$ cat src/rtl/xor_share_ctrl_pkg.sv
// Shared definitions for the shared-XOR controller: default sizes and FSM encoding.
package xor_share_ctrl_pkg;

  localparam int unsigned N_DEF = 4;  // default number of requesters
  localparam int unsigned W_DEF = 8;  // default operand/result width

  typedef enum logic [1:0] {
    S_IDLE = 2'd0,
    S_EXEC = 2'd1,
    S_DONE = 2'd2
  } state_t;

endpackage

$ cat src/rtl/xor_share_ctrl_rr_arbiter.sv
// Round-robin priority rotate: picks the first active requester after pointer.
// Ports:
//   req      in  N   request vector
//   pointer  in  IW  index of the last granted requester
//   grant    out IW  winning index (valid when any_req)
//   any_req  out 1   at least one request is active
module rr_arbiter
  import xor_share_ctrl_pkg::*;
#(
  parameter  int unsigned N  = N_DEF,
  localparam int unsigned IW = $clog2(N)
) (
  input  logic [N-1:0]  req,
  input  logic [IW-1:0] pointer,
  output logic [IW-1:0] grant,
  output logic          any_req
);

  logic [IW-1:0] idx;

  // Scan offsets from farthest to nearest so the nearest active requester wins.
  always_comb begin
    grant   = '0;
    idx     = '0;
    any_req = |req;
    for (int unsigned off = N; off >= 1; off--) begin
      idx = IW'((32'(pointer) + off) % N);
      if (req[idx]) begin
        grant = idx;
      end
    end
  end

endmodule

$ cat src/rtl/xor_share_ctrl.sv
// Shares one registered XOR unit among N requesters with round-robin arbitration
// and a per-requester req/ack handshake; the result is broadcast with its owner index.
// Ports:
//   clock    in  1    system clock, rising edge
//   reset    in  1    asynchronous reset, active-high
//   req      in  N    per-requester operation request
//   a, b     in  N*W  operands; requester i occupies bits [i*W +: W]
//   ack      out N    one-cycle pulse to the served requester
//   z        out W    registered result, held between operations
//   z_valid  out 1    one-cycle pulse marking z/z_id valid
//   z_id     out IW   index of the requester owning z
module xor_share_ctrl
  import xor_share_ctrl_pkg::*;
#(
  parameter  int unsigned N  = N_DEF,
  parameter  int unsigned W  = W_DEF,
  localparam int unsigned IW = $clog2(N)
) (
  input  logic            clock,
  input  logic            reset,
  input  logic [N-1:0]    req,
  input  logic [N*W-1:0]  a,
  input  logic [N*W-1:0]  b,
  output logic [N-1:0]    ack,
  output logic [W-1:0]    z,
  output logic            z_valid,
  output logic [IW-1:0]   z_id
);

  state_t        state;
  logic [IW-1:0] rr_ptr;
  logic [IW-1:0] gnt_q;
  logic [W-1:0]  op_a;
  logic [W-1:0]  op_b;

  logic [IW-1:0] grant;
  logic          any_req;
  logic [W-1:0]  sel_a;
  logic [W-1:0]  sel_b;

  rr_arbiter #(.N(N)) u_arb (
    .req     (req),
    .pointer (rr_ptr),
    .grant   (grant),
    .any_req (any_req)
  );

  // Operand mux for the current arbitration winner.
  always_comb begin
    sel_a = '0;
    sel_b = '0;
    for (int i = 0; i < int'(N); i++) begin
      if (grant == IW'(i)) begin
        sel_a = a[i*W +: W];
        sel_b = b[i*W +: W];
      end
    end
  end

  // Control FSM with operand latches and result registers.
  always_ff @(posedge clock or posedge reset) begin
    if (reset) begin
      state   <= S_IDLE;
      rr_ptr  <= IW'(N - 1);
      gnt_q   <= '0;
      op_a    <= '0;
      op_b    <= '0;
      ack     <= '0;
      z       <= '0;
      z_valid <= 1'b0;
      z_id    <= '0;
    end else begin
      case (state)
        S_IDLE: begin
          ack     <= '0;
          z_valid <= 1'b0;
          if (any_req) begin
            gnt_q  <= grant;
            op_a   <= sel_a;
            op_b   <= sel_b;
            rr_ptr <= grant;
            state  <= S_EXEC;
          end
        end
        S_EXEC: begin
          z       <= op_a ^ op_b;
          z_id    <= gnt_q;
          z_valid <= 1'b1;
          ack     <= N'(1) << gnt_q;
          state   <= S_DONE;
        end
        S_DONE: begin
          // Guard cycle: the served requester drops req before the next arbitration.
          ack     <= '0;
          z_valid <= 1'b0;
          state   <= S_IDLE;
        end
        default: begin
          ack     <= '0;
          z       <= '0;
          z_valid <= 1'b0;
          z_id    <= '0;
          state   <= S_IDLE;
        end
      endcase
    end
  end

endmodule

$ cat config.mk
export PLATFORM = sky130hd
export DESIGN_NAME = xor_share_ctrl
export DESIGN_NICKNAME = d
export VERILOG_FILES = /design/src/rtl/xor_share_ctrl_pkg.sv /design/src/rtl/xor_share_ctrl_rr_arbiter.sv /design/src/rtl/xor_share_ctrl.sv
export SDC_FILE = /design/constraint.sdc
export NUM_CORES = 1
export LEC_CHECK = 0
export CORE_AREA = 2 2 75 77
export DETAILED_ROUTE_END_ITERATION = 12
export DIE_AREA = 0 0 77 79
export PLACE_DENSITY_LB_ADDON = 0.1
export SYNTH_ARGS = -nofsm -noshare
export SYNTH_HDL_FRONTEND = slang
export SYNTH_SLANG_ARGS = --single-unit
$ cat constraint.sdc
create_clock -name clock -period 1.4 [get_ports clock]
set_input_delay 0.21 -clock clock [delete_from_list [all_inputs] [get_ports clock]]
set_output_delay 0.21 -clock clock [all_outputs]
set_load 0.05 [all_outputs]
Word-level counts from Yosys, hierarchy flattened. Index checks and enable logic that the tools add are counted.

Flip-flop bits (word level): 37. Bits of input ports: 70. Output and inout port bits: 15. Logic and storage cells: 56.

$add $sub $neg: 4. Order comparisons: 4. Eq/ne operators: 6. Shift-type cells: 1. Muxes and demuxes: 26. Bitwise operators: 1. Reductions and logical operators: 5.

Operators by type and width (number): $mux W8 (8); $pmux W8 S2 (1); $lt A2 B3 Y1 const B (4); $mux W2 (5); $bmux W1 S2 (4); $pmux W2 S2 (2); $xor A8 B8 Y8 (1); $eq A2 B2 Y1 const B (3); $mux W1 (5); $add A2 B1 Y2 const B (2); $add A2 B2 Y2 const B (2); $eq A2 B1 Y1 const B (2); $logic_not A2 Y1 (2); $mux W4 (1); $reduce_or A4 Y1 (1); $shl A1 B2 Y4 const A (1); $ne A2 B2 Y1 const B (1); $reduce_and A2 Y1 (1); $reduce_or A2 Y1 (1).

Longest topological paths before layout.
Word-level depth: 12. Gate-level depth with buffers: 7. Depth with buffers taken out: 5.

Hierarchy. From an unflattened synthesis, not the netlist that was laid out.

Cells, all modules: 124. Area total of the unflattened synthesis: 1939.4 um^2.

Modules (own cells, without submodules): xor_share_ctrl (times used 1, cells an instance 110, area an instance 1848.0 um^2, seq. area each 928.4 um^2); rr_arbiter (times used 1, cells an instance 14, area an instance 91.3 um^2, seq. area each 0.0 um^2).

Worst setup path after synthesis. Ideal clock, no wire load.

Path type: register to register. From: register rr_ptr[0]. To: register op_a[0]. Library setup time: 0.138 ns. Data arrival time: 1.352 ns. Data required time: 1.262 ns. Setup slack: -0.090 ns. Cell stages (with the launch flop): 8. Path buffers: 2. Period minus slack after synthesis: 1.490 ns. Cell sequence: dfstp_2 > nand2b_1 > o22ai_1 > a21oi_1 > nand2b_1 > buf_2 > buf_4 > o221ai_1.

Longest elaborated chain between the ends: 12. Elaborated cells on any way between the ends: 24. Those cells by class: 4 x add/sub; 3 x eq/ne; 16 x mux; 1 x reduce/logical.

RTL lines: from (decl) (line xor_share_ctrl.sv:31) `logic [IW-1:0] rr_ptr;`; from (signal assigned) (line xor_share_ctrl.sv:64) `rr_ptr <= IW'(N - 1);`; from (signal assigned) (line xor_share_ctrl.sv:81) `rr_ptr <= grant;`; $add A2 B1 Y2 (line xor_share_ctrl_rr_arbiter.sv:27) `idx = IW'((32'(pointer) + off) % N);`; $bmux W1 S2 (line xor_share_ctrl_rr_arbiter.sv:28) `if (req[idx]) begin`; $mux W1 (implied by the code) (line xor_share_ctrl_rr_arbiter.sv:28); $mux W2 (3 in series) (line xor_share_ctrl_rr_arbiter.sv:28); $mux W2 (*) (line xor_share_ctrl_rr_arbiter.sv:28); $logic_not A2 Y1 (line xor_share_ctrl.sv:53) `if (grant == IW'(i)) begin`; $mux W8 (3 in series) (line xor_share_ctrl.sv:53); $mux W8 (*) (line xor_share_ctrl.sv:53); to (signal assigned) (line xor_share_ctrl.sv:79) `op_a <= sel_a;`; to (decl) (line xor_share_ctrl.sv:33) `logic [W-1:0] op_a;`.

Every way passes the cells marked *; elsewhere a longest branch is shown, timed or not. The select of a mux whose other input is x is not followed. A chain may end at the register's enable or synchronous reset.

Final worst setup path.
From: register rr_ptr[0]. To: register op_a[4].

The elaborated chain is that of the path after synthesis.

==> impl_metrics.toml <==
[run_status]
status = "complete, but fails checks"
violations = "setup timing"

[global_routing]
antenna_found_initial = 0
grt_max_degree = 38
grtUsageTotal_pct = 15.8
grt_pass1_vias = 1635
grt_overflow = 0
grt_pass1_wl_um = 7670

[critical_path]
cp.required_ns = 1.55
cp_cell_sequence = "nand2b_4 -> a21o_1 -> o311ai_4 -> buf_12 -> mux2i_2 -> o221ai_1"
critPathMaxStageDelay_ns = 0.56
crit_slowest_cell = "dfstp_2"
start_kind = "flip-flop"
worstPathMaxFanout = 20
critPathKind = "flip-flop to flip-flop"
cpLargestDelayFamily = "flip-flops"
path_buf_inv = 1
end_kind = "flip-flop"
worstPathArrival_ns = 1.78

[clock_tree]
cts_buffer_depth = 2
htree_levels = 2
clockRootBuffer = "clkbuf_8"
cts_hold_buf = 0
cts_tree = "yes"
path_clk_slew_ns = 0.07
cts_buffers = 5
clock_latency_ns = 0.28
cts.sinks = 37

[routing]
drt_iter0_drc = 55
met2WireLength_um = 2180
drt-met1-wl_um = 2100
dr.max_layer_used = "met4"
wl_um = 4600
vias = 1642
dr.pass1.iters = 5
viasPerCell = 4.79
wl_met3_um = 283
postRouteAntennaNets = 0
post_drt_wl_per_cell_um = 13.4
drc = 0

[logic_synthesis]
async_reset_ff_share_pct = 100
synth_edf_count = 0
yosys.area.top_type_share_pct = 46.5
synth_nets = 245
synth_seq_area_share_pct = 49.3
synthCells = 175
yosys.cell_count.top_type = "dfrtp_1"
synthTopCellsByCount = "35 x dfrtp_1, 32 x mux2i_1, 22 x nand2_1, 16 x o221ai_1, 13 x inv_1"
synth_top_area_cell = "dfrtp_1"
synth_ff_type = "dfrtp_1"
netlist_area_um2 = 1880
synth_area_leaders = "dfrtp_1 46%, mux2i_1 17%, o221ai_1 7.4%, nand2_1 4.4%, xnor2_1 3.7%"
ys_ff_latch = 37
synth_cell_types = 27
avgSynthCellArea_um2 = 10.8
synth_warnings = 0

[timing]
fmax_ghz = 0.615
hold_violations = 0
fin_hold_ws_ns = 0.278
finalCritPeriodShare_pct = 116
slew_viol_final = 0
setup_slack_ns = -0.227
slew-limit-headroom_pct = 75.5
setup_viol = 18
rsz0062_at_grt = "true"
worst_slew_pin_slew_ns = 0.366
finalCriticalPeriod_ns = 1.63
skew_ns = 0.00412

[power_and_ir_drop]
power.leakage_nw = 1.40
peakVddDrop_uv = 898
p_per_area_nw_per_um2 = 2070

[finish]
fin_area_um2 = 3190
drive_above_1_share_pct = 18.5
area_delta_synth_final_pct = 69.2
fin_nets = 340
post-route-util_pct = 59.7
num-fill-cells = 496
antenna_cells = 0

[die]
die_h_um = 79
rows = 27
io_pins = 85
die_area_um2 = 6080
die_w_um = 77
core_area_um2 = 5340
initial_core_util_pct = 35.3

[placed_design]
place_area_um2 = 3050
gp_congestion = 0.717
dp_hpwl_um = 3600
portBuffers = 84

[worst_hold_path]
hp-class = "primary input to async pin"

[run]
maxCapViolCount = 0
where the power goes:
part / internal [W] / switching [W] / total (W)
Combinational: 0.00200 / 0.00189 / 0.00389
Clock: 0.000354 / 0.000356 / 0.000709
Sequential: 0.00159 / 0.000406 / 0.00200
Total: 0.00395 / 0.00266 / 0.00660
per-layer routing:
layer  up-vias  track usage (%)
met1       770             20.7
met3         4             4.89
met5         -                0
met4         0             4.29
li1        808                -
met2        60             25.6
cells by family (layout without fill, tap and decap cells):
family	count (synthesis)	in the layout	share of synthesized area (%)
buf+inv	24	120	6.37
mux	32	32	17.0
compound gates	32	32	13.9
flops	37	37	49.3
xor+xnor	8	8	3.72
simple gates	42	42	9.69
state kept, by name, indices dropped and copies added, names as in the netlist:
name	cells
gnt_q	2
state	2
z	8
z_id	2
rr_ptr	2
z_valid	1
op_b	8
ack	4
op_a	8
cell type report:
type	count	area (um^2)	area share (%)
Clock buffer	8	80.1	2.51
Inverter	14	52.6	1.65
Multi-Input combinational cell	114	885	27.7
Sequential cell	37	928	29.1
Tap cell	72	90.1	2.83
Timing Repair Buffer	98	1150	36.1
timing repair:
item                                    CTS  global route
pin swaps                                 0             1
endpoints found under the setup margin   18            20
cloned                                    0             0
resized for setup                         4             9
setup buffers                             0             1
placed cells by master, fill, tap and decap left out, types with 8 or more instances in the layout:
master,instances
clkdlybuf4s50_1,68
dfrtp_1,35
mux2i_1,27
nand2_1,22
buf_12,19
o221ai_1,14
inv_1,13
o22ai_1,9
nor2_1,9
xnor2_1,8
buf_4,8
worst paths after layout:
path                                              end  slack [ns]                  start  cells past startpoint
worst max-delay path              op_a[4]$_DFFE_PP0P_       -0.23  rr_ptr[0]$_DFFE_PP1P_                      6
worst min-delay path                 z[2]$_DFFE_PP0N_        0.28                  reset                      3
worst max register to register    op_a[4]$_DFFE_PP0P_       -0.23  rr_ptr[0]$_DFFE_PP1P_                      6
worst min register to register    op_b[1]$_DFFE_PP0P_        0.51    op_b[1]$_DFFE_PP0P_                      2
max in group asynchronous       rr_ptr[0]$_DFFE_PP1P_        0.87                  reset                      3
min in group clock                op_b[1]$_DFFE_PP0P_        0.51    op_b[1]$_DFFE_PP0P_                      2
worst register-to-register path, cell delays in order, from the launching register on:
cell and delay (ns):
dfstp_2 0.56, nand2b_4 0.13, a21o_1 0.15, o311ai_4 0.14, buf_12 0.20, mux2i_2 0.18, o221ai_1 0.14
metrics by stage:
stage | std cells | TNS, ns | setup WS, ns | power (W)
floorplan | 175 | -1.36 | -0.0862 | 0.00421
global placement | 334 | -9.18 | -0.523 | 0.00576
detailed placement | 334 | -10.03 | -0.572 | 0.00582
CTS | 342 | -3.27 | -0.224 | 0.00657
global route | 343 | -4.93 | -0.323 | 0.00702
finish | 343 | -3.49 | -0.227 | 0.00660
(Power assumes the default switching activity.)
